File: config.mk
export PLATFORM = sky130hd
export DESIGN_NAME = jk_bank_ctrl
export DESIGN_NICKNAME = d
export VERILOG_FILES = /design/src/rtl/jk_bank_ctrl.sv
export SDC_FILE = /design/constraint.sdc
export NUM_CORES = 1
export LEC_CHECK = 0
export CELL_PAD_IN_SITES_DETAIL_PLACEMENT = 1
export CELL_PAD_IN_SITES_GLOBAL_PLACEMENT = 1
export CORE_MARGIN = 5
export CORE_UTILIZATION = 34
export CTS_CLUSTER_DIAMETER = 100
export DETAILED_ROUTE_END_ITERATION = 7
export GPL_TIMING_DRIVEN = 0
export PLACE_DENSITY_LB_ADDON = 0.1
export SETUP_SLACK_MARGIN = 0.5
export SYNTH_ARGS = -nofsm -noshare
export SYNTH_HDL_FRONTEND = slang
export SYNTH_SLANG_ARGS = --single-unit
File: constraint.sdc
create_clock -name clk -period 1.7 [get_ports clk]
set_input_delay 0.34 -clock clk [delete_from_list [all_inputs] [get_ports clk]]
set_output_delay 0.34 -clock clk [all_outputs]
set_load 0.005 [all_outputs]
File: src/rtl/jk_bank_ctrl.sv
// Command sequencer for a bank of JK flip-flops: clear/set/toggle/load in one
// cycle, or count up/down and shift left for cmd_len+1 cycles.
module jk_bank_ctrl #(
    parameter int WIDTH = 4,
    parameter int LENW  = 4
) (
    input  logic             clk,
    input  logic             rst,
    input  logic             cmd_valid,
    output logic             cmd_ready,
    input  logic [2:0]       cmd_op,
    input  logic [WIDTH-1:0] cmd_data,
    input  logic [LENW-1:0]  cmd_len,
    output logic [WIDTH-1:0] j,
    output logic [WIDTH-1:0] k,
    output logic [WIDTH-1:0] q,
    output logic [WIDTH-1:0] qb,
    output logic             busy,
    output logic             done
);

    typedef enum logic [1:0] {
        ST_IDLE = 2'd0,
        ST_EXEC = 2'd1,
        ST_DONE = 2'd2
    } state_t;

    localparam logic [2:0] OP_NOP    = 3'd0;
    localparam logic [2:0] OP_CLEAR  = 3'd1;
    localparam logic [2:0] OP_SET    = 3'd2;
    localparam logic [2:0] OP_TOGGLE = 3'd3;
    localparam logic [2:0] OP_LOAD   = 3'd4;
    localparam logic [2:0] OP_CNT_UP = 3'd5;
    localparam logic [2:0] OP_CNT_DN = 3'd6;
    localparam logic [2:0] OP_SHIFT  = 3'd7;

    state_t            state_r;
    logic [2:0]        op_r;
    logic [WIDTH-1:0]  data_r;
    logic [LENW-1:0]   cnt_r;
    logic              ready_r;
    logic              busy_r;
    logic              done_r;
    logic [WIDTH-1:0]  q_r;
    logic [WIDTH-1:0]  j_s;
    logic [WIDTH-1:0]  k_s;
    logic              is_multi_s;

    // Bit i toggles when every lower bit of v is one; bit 0 always toggles.
    function automatic logic [WIDTH-1:0] carry_chain(input logic [WIDTH-1:0] v);
        logic [WIDTH-1:0] c;
        c    = '0;
        c[0] = 1'b1;
        for (int i = 1; i < WIDTH; i++) begin
            c[i] = c[i-1] & v[i-1];
        end
        return c;
    endfunction

    // Multi-cycle ops load the repeat counter from cmd_len.
    always_comb begin
        is_multi_s = 1'b0;
        if ((cmd_op == OP_CNT_UP) || (cmd_op == OP_CNT_DN) || (cmd_op == OP_SHIFT)) begin
            is_multi_s = 1'b1;
        end else begin
            is_multi_s = 1'b0;
        end
    end

    // J/K drive: hold outside EXEC, otherwise decoded from latched op and q.
    always_comb begin
        j_s = '0;
        k_s = '0;
        if (state_r == ST_EXEC) begin
            case (op_r)
                OP_NOP:    begin j_s = '0;     k_s = '0;     end
                OP_CLEAR:  begin j_s = '0;     k_s = '1;     end
                OP_SET:    begin j_s = '1;     k_s = '0;     end
                OP_TOGGLE: begin j_s = data_r; k_s = data_r; end
                OP_LOAD:   begin j_s = data_r; k_s = ~data_r; end
                OP_CNT_UP: begin j_s = carry_chain(q_r);  k_s = carry_chain(q_r);  end
                OP_CNT_DN: begin j_s = carry_chain(~q_r); k_s = carry_chain(~q_r); end
                OP_SHIFT:  begin
                    j_s = {q_r[WIDTH-2:0], data_r[0]};
                    k_s = {~q_r[WIDTH-2:0], ~data_r[0]};
                end
                default:   begin j_s = '0;     k_s = '0;     end
            endcase
        end else begin
            j_s = '0;
            k_s = '0;
        end
    end

    // Control FSM with registered handshake/status outputs.
    always_ff @(posedge clk) begin
        if (rst) begin
            state_r <= ST_IDLE;
            op_r    <= OP_NOP;
            data_r  <= '0;
            cnt_r   <= '0;
            ready_r <= 1'b1;
            busy_r  <= 1'b0;
            done_r  <= 1'b0;
        end else begin
            case (state_r)
                ST_IDLE: begin
                    if (cmd_valid) begin
                        state_r <= ST_EXEC;
                        op_r    <= cmd_op;
                        data_r  <= cmd_data;
                        cnt_r   <= is_multi_s ? cmd_len : {LENW{1'b0}};
                        ready_r <= 1'b0;
                        busy_r  <= 1'b1;
                        done_r  <= 1'b0;
                    end else begin
                        ready_r <= 1'b1;
                        busy_r  <= 1'b0;
                        done_r  <= 1'b0;
                    end
                end
                ST_EXEC: begin
                    if (cnt_r == {LENW{1'b0}}) begin
                        state_r <= ST_DONE;
                        done_r  <= 1'b1;
                    end else begin
                        cnt_r   <= cnt_r - {{(LENW-1){1'b0}}, 1'b1};
                    end
                end
                ST_DONE: begin
                    state_r <= ST_IDLE;
                    ready_r <= 1'b1;
                    busy_r  <= 1'b0;
                    done_r  <= 1'b0;
                end
                default: begin
                    state_r <= ST_IDLE;
                    ready_r <= 1'b1;
                    busy_r  <= 1'b0;
                    done_r  <= 1'b0;
                end
            endcase
        end
    end

    // Bank storage: the JK equation is the only write path.
    always_ff @(posedge clk) begin
        if (rst) begin
            q_r <= '0;
        end else begin
            q_r <= (j_s & ~q_r) | (~k_s & q_r);
        end
    end

    assign j         = j_s;
    assign k         = k_s;
    assign q         = q_r;
    assign qb        = ~q_r;
    assign cmd_ready = ready_r;
    assign busy      = busy_r;
    assign done      = done_r;

endmodule

# ---- Yosys cells after proc, flatten, opt, wreduce, memory -nomap -nowiden
# Cells that the tools add are included.
dict set report word_totals {
  register_bits 20
  in_bits 14
  out_inout_bits 19
  word_cells 65
}
dict set report classes {
  n_addsub 1
  eq_ne 14
  mux 16
  bitwise_logic 13
  reduce_logical 13
}
# operator count
set op_table {}
lappend op_table {{$pmux 4 s7} 1}
lappend op_table {{$pmux 4 s6} 1}
lappend op_table {{$eq 3x3->1 const B} 7}
lappend op_table {{$mux 4} 5}
lappend op_table {{$not 4->4} 3}
lappend op_table {{$and 4x4->4} 2}
lappend op_table {{$pmux 4 s2} 1}
lappend op_table {{$reduce_or 2->1} 4}
lappend op_table {{$eq 3x2->1 const B} 2}
lappend op_table {{$and 1x1->1} 4}
lappend op_table {{$logic_not 4->1} 1}
lappend op_table {{$mux 2} 2}
lappend op_table {{$ne 2x2->1 const B} 2}
lappend op_table {{$or 4x4->4} 1}
lappend op_table {{$pmux 1 s2} 2}
lappend op_table {{$pmux 2 s2} 1}
lappend op_table {{$reduce_and 2->1} 2}
lappend op_table {{$sub 4x1->4 const B} 1}
lappend op_table {{$eq 3x1->1 const B} 1}
lappend op_table {{$logic_not 3->1} 1}
lappend op_table {{$mux 1} 3}
lappend op_table {{$not 3->3} 1}
lappend op_table {{$reduce_and 3->1} 1}
lappend op_table {{$eq 2x1->1 const B} 1}
lappend op_table {{other kinds (5)} 7}

# ---- Longest topological paths before layout
dict set report depth {
  word_depth 8
  depth_mapped 6
  depth_no_buf 6
}

# ---- Worst setup path after synthesis
# Ideal clock, no wire load.
dict set report synth_path {
  kind {flip-flop to output port}
  from {register op_r[0]}
  to {output k[3]}
  t_arrival_ns 1.233
  required_ns 1.360
  slack_ns 0.127
  stages_incl_launch_ff 4
  n_path_buf 0
  cell_sequence {dfxtp_1 -> or4b_1 -> o22a_1 -> a31oi_1}
}
dict set report synth_between {
  elab_chain_len 4
  elab_cells_between_ends 11
  cone_classes {7 x eq/ne; 2 x mux; 2 x reduce/logical}
}
# item line
set synth_rtl {}
lappend synth_rtl {{from (decl)} 38} ;# logic [2:0] op_r;
lappend synth_rtl {{from (signal assigned)} 110} ;# op_r <= cmd_op;
lappend synth_rtl {{$eq 3x2->1 / $logic_not 3->1 (equally long branches)} 75} ;# case (op_r)
lappend synth_rtl {{$reduce_or 2->1 (no line)} -}
lappend synth_rtl {{$pmux 4 s7 (*)} 75}
lappend synth_rtl {{$mux 4 (*)} 74} ;# if (state_r == ST_EXEC) begin
lappend synth_rtl {{to (decl)} 15} ;# output logic [WIDTH-1:0] k,
# Every way passes the cells marked *; elsewhere a longest branch is shown, timed or not.

# ---- Final worst setup path
dict set report layout_path {
  from {register op_r[0]}
  to {output j[3]}
}
dict set report layout_between {
  elab_chain_len 4
  elab_cells_between_ends 12
  cone_classes {7 x eq/ne; 2 x mux; 3 x reduce/logical}
}
# item line
set layout_rtl {}
lappend layout_rtl {{$eq 3x3->1, or another cell as far along} 75}
lappend layout_rtl {{$reduce_or 2->1 (no line)} -}
lappend layout_rtl {{$pmux 4 s6 (*)} 75}
lappend layout_rtl {{$mux 4 (*)} 74}
lappend layout_rtl {{to (decl)} 14} ;# output logic [WIDTH-1:0] j,
# Marked as above.

==> impl_metrics.toml <==
[routing]
via_count = 1762
postRouteAntennaNets = 0
routedWlPerCell_um = 24.9
drt-vias-per-instance = 5.76
firstDrtPassIters = 4
routed_wl_mm = 7.61
drc_errors = 0
drtIter0Drc = 146

[timing]
fmax_mhz = 454
rsz0062_at_grt = "true"
setup_ws_ns = -0.503
whs_ns = 0.522
finalClockSkew_ns = 0.00692
relSlewSlack = 0.558
slew_viol_final = 0
hold_viol = 0
worst_pin_slew_ns = 0.662
finalSetupViolCount = 12
post-route-period-util = 1.30
timing.final.crit_period_ns = 2.20

[logic_synthesis]
yosysMostFrequentCell = "nor2_1"
yosys-top-cells-area = "dfxtp_1 32%, nor2_1 7.6%, a211oi_1 4.3%"
synth_edf_count = 0
synth_top_area_cell = "dfxtp_1"
synth.avg_cell_area_um2 = 7.92
synthTopCellsByCount = "25 x nor2_1, 20 x dfxtp_1, 11 x inv_1"
synthArstFlopShare = 0
synth.net_count = 171
yosysTopAreaCellShare = 0.324
synth.distinct_cells = 47
yosys_most_used_dff = "dfxtp_1"
synth_seq_cells = 20
ys.warnings.count = 0
syn-cell-area_um2 = 1240
syn-instance-count = 156
seq_area_frac_synth = 0.324

[global_routing]
overflow = 0
use_met3 = 0.0331
use_met1 = 0.275
grt_max_degree = 12
grt_usage = 0.227
grt_busiest_layer = "met2"
grt_pass1_vias = 1734
antenna_found_initial = 0
grt_use_met2 = 0.420
grt_pass1_wl_mm = 8.98

[die]
ios = 33
die_w_um = 70.3
die_y_um = 70.3
core_area_um2 = 3580
rows = 22
initial_core_util = 0.345
die_area_um2 = 4940

[worst_setup_path]
worstPathArrival_ns = 1.86
crit_family = "buffers and inverters"
crit_top_cell = "buf_8"
setup.worst_path.end_class = "primary output"
critPathKind = "reg -> out"
required_ns = 1.36
crit_path_start_kind = "flop"
crit_buf_inv = 5
cp_max_fo = 6
cp_cell_sequence = "buf_6 -> buf_8 -> buf_8 -> buf_4 -> nor2_1 -> o21ai_1 -> a41oi_2 -> buf_2"
max_stage_delay_ns = 0.36
worst_path_max_delay_cell = "dfxtp_2"

[finish]
drive_above_1_share = 0.655
n_antenna_cell = 0
area_delta_synth_final_pct = 113
fin_nets = 274

[cts]
clockBufferDepth = 2
clk_pin_slew_ns = 0.14
cts.sinks = 20
clock_latency_ns = 0.31
clockRootBuffer = "clkbuf_4"
cts-buffers-inserted = 3
cts_max_level = 1
cts_tree = "done"

[pwr]
power.leakage_uw = 0.00109
peakVddDrop_v = 0.000636
powerDensity_nw_per_um2 = 704

[place]
dp_slack_ns = -0.486
portBuffers = 31
gp_congestion = 0.833
hpwl_mm = 3.13

[run]
drv_cap = 0

[run_status]
violations = "negative setup slack"
status = "finished, violations left"

[hold_path]
min_path_type = "reg -> reg"
==> what timing repair did <==
item	in CTS	in global routing
setup endpoints to repair	37	39
cloned	2	0
pin swaps	21	29
hold buffers	0	0
gates resized for setup	138	61
setup buffers	43	22
==> sequential cells by signal, summed over array words and instances (netlist names) <==
name and flops:
data_r 4, state_r 2, cmd_ready 1, done 1, busy 1, op_r 3, cnt_r 4, q 4
==> placed cells by master, fill, tap and decap left out, types with 4 or more instances in the layout <==
| cell | n |
|---|---|
| buf_4 | 39 |
| buf_6 | 34 |
| nor2_1 | 19 |
| dfxtp_2 | 13 |
| clkdlybuf4s50_1 | 11 |
| buf_2 | 9 |
| buf_8 | 8 |
| a211oi_2 | 7 |
| dfxtp_1 | 6 |
| nor2_4 | 5 |
| nand2b_1 | 5 |
| o21ai_2 | 5 |
| a21oi_2 | 5 |
| clkbuf_2 | 5 |
| nor2b_1 | 4 |
| nor3_1 | 4 |
| inv_2 | 4 |
| clkbuf_4 | 4 |
==> per-layer routing <==
metal,routed length [µm],up-vias,share of wire
met2,3980,84,0.52
met5,0,-,0
li1,-,767,-
met1,2940,887,0.39
met4,289,0,0.038
met3,398,24,0.052
==> per-stage QoR <==
step,util,instance area [µm²],power (µW),setup TNS (ns),instances
floorplan,-,1340,892,0,156
global placement,0.478,1710,1030,-2.69,235
detailed placement,0.478,1710,1060,-3.07,235
CTS,0.642,2300,1580,-2.18,284
global route,0.734,2630,1920,-4.15,306
finish,0.734,2630,1850,-3.57,306
==> worst paths after layout <==
check                from   end  slack, ns  cells after the start
setup reg to reg  op_r[0]  q[1]      -0.15                      9
hold reg to reg      done  done       0.52                      2
setup / recovery  op_r[0]  j[3]      -0.50                      8
hold / removal       done  done       0.52                      2
==> cell families (layout without fill, tap and decap cells) <==
| kind of cell | Yosys count | after routing | synth area share |
|---|---|---|---|
| AND/OR/NAND/NOR | 57 | 57 | 0.246 |
| AO/OA/AOI/OAI | 46 | 46 | 0.271 |
| buffers and inverters | 25 | 127 | 0.0941 |
| flip-flops | 20 | 20 | 0.324 |
| multiplexers | 5 | 5 | 0.0405 |
| XOR/XNOR | 2 | 2 | 0.0142 |
| adder cells (fa/ha/maj) | 1 | 1 | 0.0101 |
==> power breakdown <==
part / leakage, µW / internal, µW / switching (µW) / total [µW]
Combinational: 0.000898 / 512 / 464 / 977
Clock: 0.0000210 / 131 / 176 / 307
Sequential: 0.000169 / 517 / 49.2 / 566
==> worst reg2reg max path, delay by kind of cell, from the launching register on <==
kind | cells | cell delay (ns)
buffers and inverters | 6 | 0.79
AND/OR/NAND/NOR | 2 | 0.39
AO/OA/AOI/OAI | 1 | 0.21
flip-flops | 1 | 0.36
==> final cells by class <==
class / instances / area, µm²
sequential: 20 / 420
tap: 48 / 60.1
inverter: 11 / 53.8
fill: 367 / 951
timing repair buffer: 98 / 888
clock buffer: 4 / 36.3
multi-input combinational: 111 / 990
buffer: 14 / 179
No activity file was read; power rests on OpenSTA's default activity.
==> edit 1, RTL diff (same flow settings) <==
The parameter `WIDTH` goes from 4 to 6.
--- a/src/rtl/jk_bank_ctrl.sv
+++ b/src/rtl/jk_bank_ctrl.sv
@@ -1,7 +1,7 @@
 // Command sequencer for a bank of JK flip-flops: clear/set/toggle/load in one
 // cycle, or count up/down and shift left for cmd_len+1 cycles.
 module jk_bank_ctrl #(
-    parameter int WIDTH = 4,
+    parameter int WIDTH = 6,
     parameter int LENW  = 4
 ) (
     input  logic             clk,
Interface: changed (5 resized); port bits go from 33 to 43. No check against the original RTL was run, so the function may have changed too.
==> edit 1 against the original RTL <==
Area after synthesis grew 21%. The run now fails in 5_1_grt.
==> edit 1: results (changes against the original RTL) <==
Run status
  – Status: aborted with a tool error
  – Failing step: 5_1_grt
  – Stop err: [ERROR DPL-0033] detailed placement checks failed during check placement.

Yosys
  – Top post-synthesis cells by count: 28 x nand2_1, 24 x dfxtp_1, 23 x a21oi_1, 18 x nor2_1, 13 x inv_1
  – Sequential element share of the synthesized area: 32.1% (-0.28 points)
  – Most used DFF post-synth: dfxtp_1
  – Syn Nets: 221 (+29%)
  – Unique masters post-synth: 47 (unchanged)
  – Ys async rst share: 0% (unchanged)
  – Largest cells by area after synthesis: dfxtp_1 32%, a21oi_1 7.7%, nand2_1 7.0%
  – Flops & latches, synth: 24 (+20%)
  – Warnings, synthesis: 0 (unchanged)

Timing
  – Worst_ep grt: j[4]
  – Worst End Pin Type: top-level output

Placement
  – RD Place Congestion: 0.809 (-2.9%)
  – DP HPWL: 3.70 mm (+18%)
  – Port Buffer Count: 41 (+32%)

Clock tree
  – CTS max path bufs: 2 (unchanged)
  – H-tree depth: 1 (unchanged)
  – CTS buffer count: 3 (unchanged)
  – Root Driver: clkbuf_8

GRT
  – Initial antenna violation count: 0
  – Largest net degree at the start of global routing: 15
[edit 1: timing repair]
action / in CTS
resized for setup: 181
hold endpoints to repair: 0
pin swaps: 22
buffers inserted: 48
endpoints found under the setup margin: 49
[edit 1: stage by stage]
step	setup slack [ns]	cell area, um2	hold slack [ns]	cells	util, %
floorplan	0.163	1630	0.453	204	-
global placement	-0.494	2100	0.456	297	48.6
detailed placement	-0.514	2100	0.478	297	48.6
CTS	-0.436	2770	0.472	349	64.0
[edit 1: kinds of logic after synthesis]
group | after synthesis | share of synthesized area, %
AOI/OAI and AO/OA | 69 | 29.6
xor gates and xnor gates | 1 | 0.585
adders and majority gates | 1 | 0.836
muxes | 1 | 0.669
and+or+nand+nor | 80 | 27.7
buffers and inverters | 28 | 8.53
DFF | 24 | 32.1
==> edit 2, RTL diff (same settings) <==
Without the edit above. Encoding of `state_t`: now one-hot (3 bits for 3 states).
--- a/src/rtl/jk_bank_ctrl.sv
+++ b/src/rtl/jk_bank_ctrl.sv
@@ -19,10 +19,10 @@
     output logic             done
 );
 
-    typedef enum logic [1:0] {
-        ST_IDLE = 2'd0,
-        ST_EXEC = 2'd1,
-        ST_DONE = 2'd2
+    typedef enum logic [2:0] {
+        ST_IDLE = 3'b001,
+        ST_EXEC = 3'b010,
+        ST_DONE = 3'b100
     } state_t;
 
     localparam logic [2:0] OP_NOP    = 3'd0;
Formal check against the unedited RTL: no difference found for any inputs over 10 cycles, from zero or initial values and one cycle with rst high; not proved beyond that.
==> edit 2 against the original RTL <==
The run now fails in 5_1_grt. Area after synthesis rose by 8.7%.
==> edit 2: results (changes against the original RTL) <==
Clock tree
  – Root Driver: clkbuf_8
  – CTS buffer count: 3 (unchanged)
  – CTS max path bufs: 2 (unchanged)
  – H-tree depth: 1 (unchanged)

GRT
  – Largest net degree at the start of global routing: 14
  – Initial antenna violation count: 0

Yosys
  – Ys async rst share: 0% (unchanged)
  – Top post-synthesis cells by count: 21 x dfxtp_1, 21 x nand2_1, 19 x a21oi_1, 13 x nor2_1, 12 x o21ai_0
  – Largest cells by area after synthesis: dfxtp_1 31%, a21oi_1 7.1%, nand2_1 5.9%
  – Unique masters post-synth: 51 (+8.5%)
  – Syn Nets: 192 (+12%)
  – Synthesized area: 1340 um2 (+8.7%)
  – Sequential element share of the synthesized area: 31.3% (-1.1 points)
  – Flops & latches, synth: 21 (+5.0%)
  – Warnings, synthesis: 0 (unchanged)

Run status
  – Stop err: [ERROR DPL-0033] detailed placement checks failed during check placement.
  – Status: aborted with a tool error
  – Failing step: 5_1_grt

Timing
  – Worst_ep grt: k[3]
  – Worst End Pin Type: top-level output

Placement
  – DP HPWL: 3.36 mm (+7.3%)
  – Port Buffer Count: 32 (+3.2%)
  – RD Place Congestion: 0.812 (-2.6%)
[edit 2: cell families after synthesis]
group           count (synthesis)  share of synthesized area [%]
buf+inv                        24                           9.68
mux                             1                          0.838
flops                          21                           31.3
fa+ha+maj                       1                          0.931
compound gates                 57                           28.5
simple gates                   73                           28.8
[edit 2: metrics by stage]
stage	std cells	instance area, um2	TNS (ns)	hold WS [ns]	setup WS (ns)
4_1_cts	292	2360	-1.64	0.478	-0.299
3_5_place_dp	257	1860	-3.09	0.457	-0.399
3_3_place_gp	257	1860	-2.27	0.451	-0.381
2_1_floorplan	177	1480	0	0.406	0.170
[edit 2: timing repair]
item                                    4_1_cts
gates resized for setup                     145
endpoints found under the setup margin       39
gates cloned                                  2
hold buffers                                  0
setup buffers                                29
pin swaps                                    24
